==> src/rtl/tod_datapath_if.sv <==
// -----------------------------------------------------------------------------
// tod_datapath_if
// Groups the controller-side signals of the time-of-day datapath.
//   master : control FSM / bench side, drives run/clr/calibration/load/alarm
//            controls and observes the time fields and pulses
//   slave  : datapath side, receives the controls and drives the time outputs
// Control : clr, run, up, dn, sel[1:0], load, ld_hour[4:0], ld_min[5:0],
//           ld_sec[5:0], alarm_wr, alarm_hour[4:0], alarm_min[5:0], alarm_en
// Status  : csec[6:0], sec[5:0], min[5:0], hour[4:0], hour12[3:0], pm,
//           day_tick, alarm_hit
// -----------------------------------------------------------------------------
interface tod_datapath_if;
   logic       clr;
   logic       run;
   logic       up;
   logic       dn;
   logic [1:0] sel;
   logic       load;
   logic [4:0] ld_hour;
   logic [5:0] ld_min;
   logic [5:0] ld_sec;
   logic       alarm_wr;
   logic [4:0] alarm_hour;
   logic [5:0] alarm_min;
   logic       alarm_en;
   logic [6:0] csec;
   logic [5:0] sec;
   logic [5:0] min;
   logic [4:0] hour;
   logic [3:0] hour12;
   logic       pm;
   logic       day_tick;
   logic       alarm_hit;

   modport master (
      output clr, run, up, dn, sel, load, ld_hour, ld_min, ld_sec,
             alarm_wr, alarm_hour, alarm_min, alarm_en,
      input  csec, sec, min, hour, hour12, pm, day_tick, alarm_hit
   );

   modport slave (
      input  clr, run, up, dn, sel, load, ld_hour, ld_min, ld_sec,
             alarm_wr, alarm_hour, alarm_min, alarm_en,
      output csec, sec, min, hour, hour12, pm, day_tick, alarm_hit
   );
endinterface

==> src/rtl/tod_datapath.sv <==
// -----------------------------------------------------------------------------
// tod_datapath
// Time-of-day counter (centisecond/second/minute/hour) advanced by a run-gated
// prescaler, with field calibration, full-time load, one deferred tick,
// alarm compare, day rollover pulse and 12-hour display decode.
// Ports:
//   clk  : system clock
//   rst  : synchronous active-high reset
//   bus  : tod_datapath_if.slave (controls in, time fields and pulses out)
// -----------------------------------------------------------------------------
module tod_datapath #(
   parameter int DIV_CSEC  = 1_000_000,
   parameter int INIT_HOUR = 12,
   parameter bit CAL_CARRY = 1'b0
) (
   input  logic           clk,
   input  logic           rst,
   tod_datapath_if.slave  bus
);

   localparam int            PW         = $clog2(DIV_CSEC);
   localparam logic [PW-1:0] PRESC_LAST = PW'(DIV_CSEC - 1);
   localparam logic [4:0]    HOUR_RST   = 5'(INIT_HOUR);

   logic [PW-1:0] r_presc;
   logic          r_tick_pend;
   logic [6:0]    r_csec;
   logic [5:0]    r_sec;
   logic [5:0]    r_min;
   logic [4:0]    r_hour;
   logic [4:0]    r_alarm_hour;
   logic [5:0]    r_alarm_min;
   logic          r_day_tick;
   logic          r_alarm_hit;

   logic          w_tick, w_cal, w_adv, w_inc, w_dec, w_prop;
   logic [1:0]    w_start;
   logic          w_step0, w_step1, w_step2, w_step3;
   logic          w_wrap0, w_wrap1, w_wrap2;
   logic [6:0]    w_csec_n;
   logic [5:0]    w_sec_n, w_min_n;
   logic [4:0]    w_hour_n;
   logic [4:0]    w_ld_hour;
   logic [5:0]    w_ld_min, w_ld_sec;
   logic          w_midnight, w_alarm_match;

   // Modulo-lim increment / decrement of a field value (lim <= 100).
   function automatic logic [6:0] f_inc_wrap(input logic [6:0] v, input logic [6:0] lim);
      return (v >= lim - 7'd1) ? 7'd0 : v + 7'd1;
   endfunction

   function automatic logic [6:0] f_dec_wrap(input logic [6:0] v, input logic [6:0] lim);
      return (v == 7'd0) ? lim - 7'd1 : v - 7'd1;
   endfunction

   assign w_tick  = bus.run && (r_presc == PRESC_LAST);
   assign w_cal   = bus.up ^ bus.dn;
   // A tick blocked by calibration is remembered in r_tick_pend and replayed here.
   assign w_adv   = (w_tick || r_tick_pend) && !bus.load && !w_cal;
   assign w_inc   = w_adv || (w_cal && bus.up);
   assign w_dec   = w_cal && bus.dn;
   assign w_prop  = w_adv || CAL_CARRY;
   assign w_start = w_adv ? 2'd0 : bus.sel;

   // Field would wrap in the current direction (carry on inc, borrow on dec).
   assign w_wrap0 = w_inc ? (r_csec == 7'd99) : (r_csec == 7'd0);
   assign w_wrap1 = w_inc ? (r_sec  == 6'd59) : (r_sec  == 6'd0);
   assign w_wrap2 = w_inc ? (r_min  == 6'd59) : (r_min  == 6'd0);

   // Out-of-range load fields fall back to zero individually.
   assign w_ld_hour = (bus.ld_hour > 5'd23) ? 5'd0 : bus.ld_hour;
   assign w_ld_min  = (bus.ld_min  > 6'd59) ? 6'd0 : bus.ld_min;
   assign w_ld_sec  = (bus.ld_sec  > 6'd59) ? 6'd0 : bus.ld_sec;

   assign w_midnight = (r_hour == 5'd23) && (r_min == 6'd59) &&
                       (r_sec == 6'd59) && (r_csec == 7'd99);
   assign w_alarm_match = (w_hour_n == r_alarm_hour) && (w_min_n == r_alarm_min) &&
                          (w_sec_n == 6'd0) && (w_csec_n == 7'd0);

   // Next field values for an advance or a calibration step, with carry chain.
   always_comb begin
      w_step0  = 1'b0;
      w_step1  = 1'b0;
      w_step2  = 1'b0;
      w_step3  = 1'b0;
      w_csec_n = r_csec;
      w_sec_n  = r_sec;
      w_min_n  = r_min;
      w_hour_n = r_hour;
      if (w_inc || w_dec) begin
         w_step0 = (w_start == 2'd0);
         w_step1 = (w_start == 2'd1) || (w_prop && w_step0 && w_wrap0);
         w_step2 = (w_start == 2'd2) || (w_prop && w_step1 && w_wrap1);
         w_step3 = (w_start == 2'd3) || (w_prop && w_step2 && w_wrap2);
         w_csec_n = !w_step0 ? r_csec :
                    (w_inc ? f_inc_wrap(r_csec, 7'd100) : f_dec_wrap(r_csec, 7'd100));
         w_sec_n  = !w_step1 ? r_sec :
                    6'(w_inc ? f_inc_wrap({1'b0, r_sec}, 7'd60) : f_dec_wrap({1'b0, r_sec}, 7'd60));
         w_min_n  = !w_step2 ? r_min :
                    6'(w_inc ? f_inc_wrap({1'b0, r_min}, 7'd60) : f_dec_wrap({1'b0, r_min}, 7'd60));
         w_hour_n = !w_step3 ? r_hour :
                    5'(w_inc ? f_inc_wrap({2'b00, r_hour}, 7'd24) : f_dec_wrap({2'b00, r_hour}, 7'd24));
      end else begin
         w_csec_n = r_csec;
         w_sec_n  = r_sec;
         w_min_n  = r_min;
         w_hour_n = r_hour;
      end
   end

   // Prescaler: counts while run, holds otherwise, restarts on load.
   always_ff @(posedge clk) begin
      if (rst || bus.clr || bus.load) begin
         r_presc <= '0;
      end else if (bus.run) begin
         r_presc <= w_tick ? '0 : r_presc + PW'(1);
      end else begin
         r_presc <= r_presc;
      end
   end

   // Single-entry deferred tick; a second blocked tick is dropped.
   always_ff @(posedge clk) begin
      if (rst || bus.clr || bus.load) begin
         r_tick_pend <= 1'b0;
      end else if (w_cal && w_tick) begin
         r_tick_pend <= 1'b1;
      end else if (w_adv) begin
         r_tick_pend <= 1'b0;
      end else begin
         r_tick_pend <= r_tick_pend;
      end
   end

   // Time fields: reset/clear, load, or the combinational next value.
   always_ff @(posedge clk) begin
      if (rst || bus.clr) begin
         r_csec <= 7'd0;
         r_sec  <= 6'd0;
         r_min  <= 6'd0;
         r_hour <= HOUR_RST;
      end else if (bus.load) begin
         r_csec <= 7'd0;
         r_sec  <= w_ld_sec;
         r_min  <= w_ld_min;
         r_hour <= w_ld_hour;
      end else begin
         r_csec <= w_csec_n;
         r_sec  <= w_sec_n;
         r_min  <= w_min_n;
         r_hour <= w_hour_n;
      end
   end

   // Day rollover and alarm pulses, only ever from a real advance.
   always_ff @(posedge clk) begin
      if (rst || bus.clr) begin
         r_day_tick  <= 1'b0;
         r_alarm_hit <= 1'b0;
      end else begin
         r_day_tick  <= w_adv && w_midnight;
         r_alarm_hit <= w_adv && bus.alarm_en && w_alarm_match;
      end
   end

   // Alarm registers survive clr; only rst clears them.
   always_ff @(posedge clk) begin
      if (rst) begin
         r_alarm_hour <= 5'd0;
         r_alarm_min  <= 6'd0;
      end else if (bus.alarm_wr) begin
         r_alarm_hour <= bus.alarm_hour;
         r_alarm_min  <= bus.alarm_min;
      end else begin
         r_alarm_hour <= r_alarm_hour;
         r_alarm_min  <= r_alarm_min;
      end
   end

   assign bus.csec      = r_csec;
   assign bus.sec       = r_sec;
   assign bus.min       = r_min;
   assign bus.hour      = r_hour;
   assign bus.day_tick  = r_day_tick;
   assign bus.alarm_hit = r_alarm_hit;
   // 12-hour decode: 0 -> 12, 13..23 -> 1..11.
   assign bus.hour12 = (r_hour == 5'd0)  ? 4'd12 :
                       (r_hour > 5'd12)  ? 4'(r_hour - 5'd12) : r_hour[3:0];
   assign bus.pm     = (r_hour >= 5'd12);

endmodule

==> src/flat_wrapper.sv <==
// flat-port wrapper written by rule: the top's interface ports become plain ports
module tod_datapath_flat 
#(
   parameter int DIV_CSEC  = 1_000_000,
   parameter int INIT_HOUR = 12,
   parameter bit CAL_CARRY = 1'b0
)
  (clk, rst, bus_clr, bus_run, bus_up, bus_dn, bus_sel, bus_load, bus_ld_hour, bus_ld_min, bus_ld_sec, bus_alarm_wr, bus_alarm_hour, bus_alarm_min, bus_alarm_en, bus_csec, bus_sec, bus_min, bus_hour, bus_hour12, bus_pm, bus_day_tick, bus_alarm_hit);
  tod_datapath_if bus_i ();
  input  logic clk;
  input  logic rst;
  input wire logic [$bits(bus_i.clr)-1:0] bus_clr;
  input wire logic [$bits(bus_i.run)-1:0] bus_run;
  input wire logic [$bits(bus_i.up)-1:0] bus_up;
  input wire logic [$bits(bus_i.dn)-1:0] bus_dn;
  input wire logic [$bits(bus_i.sel)-1:0] bus_sel;
  input wire logic [$bits(bus_i.load)-1:0] bus_load;
  input wire logic [$bits(bus_i.ld_hour)-1:0] bus_ld_hour;
  input wire logic [$bits(bus_i.ld_min)-1:0] bus_ld_min;
  input wire logic [$bits(bus_i.ld_sec)-1:0] bus_ld_sec;
  input wire logic [$bits(bus_i.alarm_wr)-1:0] bus_alarm_wr;
  input wire logic [$bits(bus_i.alarm_hour)-1:0] bus_alarm_hour;
  input wire logic [$bits(bus_i.alarm_min)-1:0] bus_alarm_min;
  input wire logic [$bits(bus_i.alarm_en)-1:0] bus_alarm_en;
  output wire logic [$bits(bus_i.csec)-1:0] bus_csec;
  output wire logic [$bits(bus_i.sec)-1:0] bus_sec;
  output wire logic [$bits(bus_i.min)-1:0] bus_min;
  output wire logic [$bits(bus_i.hour)-1:0] bus_hour;
  output wire logic [$bits(bus_i.hour12)-1:0] bus_hour12;
  output wire logic [$bits(bus_i.pm)-1:0] bus_pm;
  output wire logic [$bits(bus_i.day_tick)-1:0] bus_day_tick;
  output wire logic [$bits(bus_i.alarm_hit)-1:0] bus_alarm_hit;
  assign bus_i.clr = bus_clr;
  assign bus_i.run = bus_run;
  assign bus_i.up = bus_up;
  assign bus_i.dn = bus_dn;
  assign bus_i.sel = bus_sel;
  assign bus_i.load = bus_load;
  assign bus_i.ld_hour = bus_ld_hour;
  assign bus_i.ld_min = bus_ld_min;
  assign bus_i.ld_sec = bus_ld_sec;
  assign bus_i.alarm_wr = bus_alarm_wr;
  assign bus_i.alarm_hour = bus_alarm_hour;
  assign bus_i.alarm_min = bus_alarm_min;
  assign bus_i.alarm_en = bus_alarm_en;
  assign bus_csec = bus_i.csec;
  assign bus_sec = bus_i.sec;
  assign bus_min = bus_i.min;
  assign bus_hour = bus_i.hour;
  assign bus_hour12 = bus_i.hour12;
  assign bus_pm = bus_i.pm;
  assign bus_day_tick = bus_i.day_tick;
  assign bus_alarm_hit = bus_i.alarm_hit;
  tod_datapath #(.DIV_CSEC(DIV_CSEC), .INIT_HOUR(INIT_HOUR), .CAL_CARRY(CAL_CARRY)) u_core (.clk(clk), .rst(rst), .bus(bus_i));
endmodule
==> config.mk <==
export PLATFORM = sky130hd
export DESIGN_NAME = tod_datapath_flat
export DESIGN_NICKNAME = d
export VERILOG_FILES = /design/src/rtl/tod_datapath_if.sv /design/src/rtl/tod_datapath.sv /design/src/flat_wrapper.sv
export SDC_FILE = /design/constraint.sdc
export NUM_CORES = 1
export LEC_CHECK = 0
export ABC_AREA = 1
export BUFFER_PORTS_ARGS = -buffer_cell sky130_fd_sc_hd__buf_2
export CORE_ASPECT_RATIO = 0.7
export CORE_MARGIN = 8
export CORE_UTILIZATION = 40
export CTS_BUF_LIST = sky130_fd_sc_hd__clkbuf_4 sky130_fd_sc_hd__clkbuf_8 sky130_fd_sc_hd__clkbuf_16
export CTS_CLUSTER_DIAMETER = 100
export DETAILED_ROUTE_END_ITERATION = 7
export PLACE_DENSITY_LB_ADDON = 0.12
export SLEW_MARGIN = 10
export SYNTH_ARGS = -nofsm -noshare
export SYNTH_HDL_FRONTEND = slang
export SYNTH_SLANG_ARGS = --single-unit
==> constraint.sdc <==
create_clock -name clk -period 2.2 [get_ports clk]
set_clock_uncertainty 0.05 [all_clocks]
set_input_delay 0.22 -clock clk [delete_from_list [all_inputs] [get_ports clk]]
set_output_delay 0.22 -clock clk [all_outputs]
set_load 0.05 [all_outputs]
Word level (Yosys, flattened, before mapping) --
Index checks and enable logic that the tools add are counted.
Word-level totals: output and inout port bits 31, bits of input ports 39, word-level logic and storage cells 115, bits in registers 58
Cells by class: reduce and logical (&&, ||, !) cells 40, add/sub/neg operators 10, $lt $le $gt $ge 9, bitwise logic cells 1, eq/ne operators 10, mux-type cells 35
Operators by type and width (count):
- 2-to-1 mux 6 bit | 14
- 2-to-1 mux 5 bit | 7
- 2-to-1 mux 7 bit | 5
- logical AND 1 bit | 21
- adder 20 x 1 -> 20 bit, second input constant | 1
- == test 20 bit, second input constant | 1
- 2-to-1 mux 20 bit | 1
- logical NOT 6 bit | 3
- logical NOT 7 bit | 2
- adder 6 x 1 -> 6 bit, second input constant | 2
- == test 6 bit, second input constant | 2
- greater-or-equal comparator 6 bit, second input constant | 2
- greater-than comparator 6 bit, second input constant | 2
- subtractor 6 x 1 -> 6 bit, second input constant | 2
- logical OR 1 bit | 8
- 2-to-1 mux 4 bit | 2
- adder 7 x 1 -> 7 bit, second input constant | 1
- == test 7 bit, second input constant | 1
- greater-or-equal comparator 7 bit, second input constant | 1
- subtractor 7 x 1 -> 7 bit, second input constant | 1
- == test 6 bit | 1
- adder 5 x 1 -> 5 bit, second input constant | 1
- == test 5 bit | 1
- == test 5 bit, second input constant | 1
- other kinds (16) | 22

Longest topological paths before layout --
depth in word-level cells 23, gate-level depth with buffers 20, gate-level depth less buffers 19

Worst setup path after synthesis --
OpenSTA, ideal clock, no wires.
kind register to register, from reg u_core.r_hour[2], in the netlist u_core.bus.hour[2], to reg u_core.r_alarm_hit, in the netlist u_core.bus.alarm_hit, clock period less this slack 2.804 ns, setup time 0.064 ns, path slack -0.604 ns, required time 2.086 ns, stages on the path, launching flop included 14, arrival 2.690 ns, buffers on the path 0, cell sequence dfxtp_1 -> inv_1 -> ha_1 -> nand2_1 -> nor2_1 -> nor2_1 -> nor2_1 -> a21oi_1 -> nand2_1 -> nand3b_1 -> nand2_1 -> nor2_1 -> nand3_1 -> nor2_1
On the way: word-level cells in the longest chain between the ends 10, elaborated cells on any way between the ends 14, classes of those cells add/sub (2); order compare (1); eq/ne (1); mux (5); reduce/logical (5)
Ends and longest elaborated chain:
- from (decl) | line tod_datapath.sv:30 | logic [4:0] r_hour;
- from (signal assigned) | line tod_datapath.sv:146 | r_hour <= w_ld_hour;
- from (signal assigned) | line tod_datapath.sv:151 | r_hour <= w_hour_n;
- subtractor 5 x 1 -> 5 bit (tied with other cells) | line tod_datapath.sv:53 | return (v == 7'd0) ? lim - 7'd1 : v - 7'd1;
- 2-to-1 mux 5 bit (on tied branches) | line tod_datapath.sv:53, tod_datapath.sv:49
- 2-to-1 mux 5 bit | line tod_datapath.sv:102 | 5'(w_inc ? f_inc_wrap({2'b00, r_hour}, 7'd24) : f_dec_wrap({2'b00, r_hour}, 7'd24));
- 2-to-1 mux 5 bit | line tod_datapath.sv:101 | w_hour_n = !w_step3 ? r_hour :
- 2-to-1 mux 5 bit * | line tod_datapath.sv:90 | if (w_inc || w_dec) begin
- == test 5 bit * | line tod_datapath.sv:77 | assign w_alarm_match = (w_hour_n == r_alarm_hour) && (w_min_n == r_alarm_min) &&
- logical AND 1 bit * (2 in a row) | line tod_datapath.sv:77
- logical AND 1 bit * | line tod_datapath.sv:78 | (w_sec_n == 6'd0) && (w_csec_n == 7'd0);
- logical AND 1 bit * | line tod_datapath.sv:162 | r_alarm_hit <= w_adv && bus.alarm_en && w_alarm_match;
- to (signal assigned) | line tod_datapath.sv:162
- to (decl) | line tod_datapath.sv:34 | logic r_alarm_hit;
Every way passes the cells marked *; elsewhere a longest branch is shown, timed or not. A chain may end at the register's enable or synchronous reset.

Worst setup path after layout --
from reg u_core.r_presc[1], to reg u_core.r_hour[2], in the netlist u_core.bus.hour[2]
On the way: word-level cells in the longest chain between the ends 19, elaborated cells on any way between the ends 28, classes of those cells eq/ne (4); mux (8); reduce/logical (16)
Ends and longest elaborated chain:
- from (decl) | line tod_datapath.sv:25 | logic [PW-1:0] r_presc;
- from (signal assigned) | line tod_datapath.sv:116 | r_presc <= w_tick ? '0 : r_presc + PW'(1);
- from (signal assigned) | line tod_datapath.sv:118 | r_presc <= r_presc;
- == test 20 bit * | line tod_datapath.sv:56 | assign w_tick = bus.run && (r_presc == PRESC_LAST);
- logical AND 1 bit * | line tod_datapath.sv:56
- logical OR 1 bit * | line tod_datapath.sv:59 | assign w_adv = (w_tick || r_tick_pend) && !bus.load && !w_cal;
- logical AND 1 bit * (2 in a row) | line tod_datapath.sv:59
- 2-to-1 mux 2 bit | line tod_datapath.sv:63 | assign w_start = w_adv ? 2'd0 : bus.sel;
- logical NOT 2 bit | line tod_datapath.sv:91 | w_step0 = (w_start == 2'd0);
- logical AND 1 bit (2 in a row) | line tod_datapath.sv:92 | w_step1 = (w_start == 2'd1) || (w_prop && w_step0 && w_wrap0);
- logical OR 1 bit | line tod_datapath.sv:92
- logical AND 1 bit (2 in a row) | line tod_datapath.sv:93 | w_step2 = (w_start == 2'd2) || (w_prop && w_step1 && w_wrap1);
- logical OR 1 bit | line tod_datapath.sv:93
- logical AND 1 bit (2 in a row) | line tod_datapath.sv:94 | w_step3 = (w_start == 2'd3) || (w_prop && w_step2 && w_wrap2);
- logical OR 1 bit | line tod_datapath.sv:94
- 2-to-1 mux 5 bit | line tod_datapath.sv:101
- 2-to-1 mux 5 bit * | line tod_datapath.sv:90
- 2-to-1 mux 5 bit * | line tod_datapath.sv:142 | end else if (bus.load) begin
Marked as above.

==> out/qor.txt <==
Drt pass-1 iters - 5
Clock-pin transition on the worst setup and hold timing paths - 0.05 ns
Average size of a mapped cell - 6.26 sq um
CTS Hold Buffers Added - 0
Register area - 1170 sq um
H-Tree Level Count - 3
Via Count - 5019
Kind of critical path - flop to flop
CP required - 2.36 ns
Unique masters post-synth - 41
RSZ-0062 raised after global routing - yes
Crit-path max cell delay - 0.36 ns
TritonCTS clock tree - built
Min Tclk post-route - 2.36 ns
Global route overflow - 0
Simple-Gate Fraction of Synth Area - 40.9%
Cell family with most CP delay - simple AND/OR/NAND/NOR gates
Worst-path cell chain - ha_4 -> nand3_2 -> nor2_2 -> nand3_2 -> nand2_4 -> buf_6 -> nand4_1 -> nand2_4 -> nand3_4 -> buf_6 -> nand3_4 -> o21ai_4 -> buf_4 -> buf_6 -> buf_6 -> nand2_4 -> nand3_2
Hold WC Path Type - input port to flop
VDD IR max - 0.440 mV
Final core utilization - 59.0%
Insertion delay to the later sink of the worst-skew pair - 0.33 ns
Initial Utilization - 40.9%
Count of input and output buffers - 69
N_diodes - 0
Critical Path AT - 2.52 ns
TritonCTS Buffers - 9
Startpoint Class - flop
Slew HR - 43.0%
Warning count from the yosys run - 0
GR Util All Layers - 19.2%
Final worst slack - -0.161 ns
Peak Freq - 0.424 GHz
GPL Wtd Cong - 0.897
RR Startpoint - u_core.r_presc[1]
Antenna violations before repair - 0
Worst hold start - bus_ld_min[0]
Syn_nets - 730
Crit path max fanout - 6
Adder-cell share of the synthesized area - 4.74%
Final Power - 3.08 mW
Post-Route WL - 13700 um
#FFs+latches synth - 58
Area grow syn2layout - 44.2%
Detailed Place HPWL - 10400 um
Cell count along the critical path - 17
Layout cells sized above 1 - 32.1%
I/O Pins - 70
Synthesized area - 4220 sq um
Die Ht - 102 um
DRC viols - 0
Total Nets Final - 914
Post-synthesis sequential area ratio - 27.5%
Main synth FF type - dfxtp_1
Fillers - 987
Routed len/inst - 13.8 um
Max-cap violations - 0
Hold Path Depth - 3
PwrDens - 505 nW/um^2
Vias in the first global route - 4739
Leakage power - 3.00 nW
Synth async-reset ratio - 0%
Critical path's slowest cell - dfxtp_2
Tcrit/Tclk final - 107%
Final setup viols - 2
Number of synthesized flops with an enable pin - 0
1st-iter DRT viols - 392
Worst-Margin Slew - 0.844 ns
Largest net degree at the start of global routing - 18
Outcome - finished, violations left
CP most frequent cell - buf_6
Critical path buffers and inverters - 5
Critical path origin - u_core.r_presc[1]
Post-DRT Antenna Nets - 0
Post-Synth XOR/XNOR Area - 3.52%
Endpoints failing hold - 0
Post-Syn Instances - 675
Compound-Gate Fraction of Synth Area - 12.9%
Post-synthesis mux area share - 0%
Die width - 139 um
CTS Root Cell - clkbuf_16
Crit. End Element - flop
Routed vias/inst - 5.04
Maximum clock insertion buffer count - 2
Final count of pins violating max slew - 0
Violations in the final reports - setup timing
Die area - 14200 sq um
Core area - 10300 sq um
Multi-input logic area - 2850 sq um
Global-route wire length before repair - 22500 um
R2R depth - 17
Clock Sinks - 58
Combinational family with the most area after synthesis - simple AND/OR/NAND/NOR gates
FP Rows - 31
[cell usage after synthesis (2+ instances only)]
master    count  area share, %
a211oi_1      9            1.6
a21oi_1      19            2.3
a31oi_1       8            1.2
buf_4         3           0.53
buf_6         4            1.1
clkbuf_1      8           0.71
dfxtp_1      58             27
ha_1         16            4.7
inv_1        87            7.7
inv_2         2           0.18
nand2_1     179             16
nand2_2       6           0.89
nand2_4       2           0.53
nand3_1      65            7.7
nand3_2       3           0.71
nand3b_1      9            1.6
nand4_1      12            1.8
nor2_1       89            7.9
nor3_1        8           0.95
nor3b_1       5           0.89
nor4_1        2           0.30
o21a_1        3           0.53
o21ai_0      31            3.7
o21ai_1       3           0.36
o21ai_2       5            1.0
o22ai_1       5           0.74
o31ai_1       3           0.53
o41ai_1       2           0.41
xor2_1       17            3.5
[per-layer routing]
metal | routed length, um | GRT usage (%)
met4 | 89 | 3.61
met5 | 0 | 0
met1 | 6580 | 25.5
met3 | 796 | 4.81
met2 | 6230 | 31.1
[worst reg2reg max path: stages, from the launching register on]
cell and delay (ns):
dfxtp_2 0.36, ha_4 0.15, nand3_2 0.07, nor2_2 0.09, nand3_2 0.11, nand2_4 0.11, buf_6 0.11, nand4_1 0.15
nand2_4 0.20, nand3_4 0.12, buf_6 0.15, nand3_4 0.06, o21ai_4 0.07, buf_4 0.14, buf_6 0.10, buf_6 0.11
nand2_4 0.05, nand3_2 0.06
[final timing paths]
kind	end	slack (ns)
worst max-delay path	u_core.bus.hour[2]	-0.16
worst min-delay path	u_core.bus.min[0]	0.09
worst max register to register	u_core.bus.hour[2]	-0.16
worst min register to register	u_core.r_alarm_min[2]	0.44
[cell usage in the layout (no fill, tap or decap), types with 4 or more instances in the layout]
master     instances
a211oi_1           9
a21oi_1           19
a31oi_1            6
buf_2             68
buf_4            110
buf_6              9
clkbuf_16          9
dfxtp_1           50
dfxtp_2            7
ha_1              14
inv_1             84
inv_2              4
nand2_1          167
nand2_2           13
nand2_4            5
nand3_1           58
nand3_2            8
nand3b_1           9
nand4_1           12
nor2_1            82
nor2_2             7
nor3_1             6
nor3b_1            5
o21ai_0           26
o21ai_1            5
o21ai_2            7
o22ai_1            5
xor2_1            17
[logic make-up (layout without fill, tap and decap cells)]
family / after synthesis / count (layout)
buf+inv: 106 / 295
flops: 58 / 58
xor+xnor: 17 / 17
simple gates: 387 / 387
fa+ha+maj: 16 / 16
compound gates: 91 / 91
[cell type report]
cell class                      instances  share of cell area (%)
Clock buffer                           11                    4.05
Clock inverter                          5                   0.493
Inverter                               90                    5.59
Multi-Input combinational cell        511                    46.7
Sequential cell                        58                    19.3
Tap cell                              132                    2.71
Timing Repair Buffer                  189                    21.2
[what timing repair did]
action	in CTS	in global routing
pin swaps	18	17
endpoints found under the setup margin	8	13
gates resized for setup	33	43
buffers inserted	12	6
endpoints found under the hold margin	0	0
[flip-flops by register name (all words and copies together), names as in the netlist]
register	cells
u_core.bus.alarm_hit	1
u_core.bus.csec	7
u_core.bus.day_tick	1
u_core.bus.hour	5
u_core.bus.min	6
u_core.bus.sec	6
u_core.r_alarm_hour	5
u_core.r_alarm_min	6
u_core.r_presc	20
u_core.r_tick_pend	1
[power by group]
part / leakage [nW] / internal, mW / switching (mW)
Combinational: 2.39 / 0.260 / 0.417
Sequential: 0.475 / 1.08 / 0.0221
Clock: 0.135 / 0.798 / 0.500
[through the flow]
| step | instances | TNS (ns) | setup slack (ns) | instance area [sq um] | hold slack, ns |
|---|---|---|---|---|---|
| global placement | 962 | -0.209 | -0.157 | 5410 | 0.423 |
| detailed placement | 962 | -0.364 | -0.200 | 5410 | 0.429 |
| global route | 996 | -0.760 | -0.275 | 6090 | 0.102 |
| CTS | 990 | -0.0300 | -0.0300 | 5910 | 0.0868 |
| finish | 996 | -0.264 | -0.161 | 6090 | 0.0950 |
| floorplan | 675 | -0.170 | -0.122 | 4230 | 0.248 |
(Power assumes the default switching activity.)
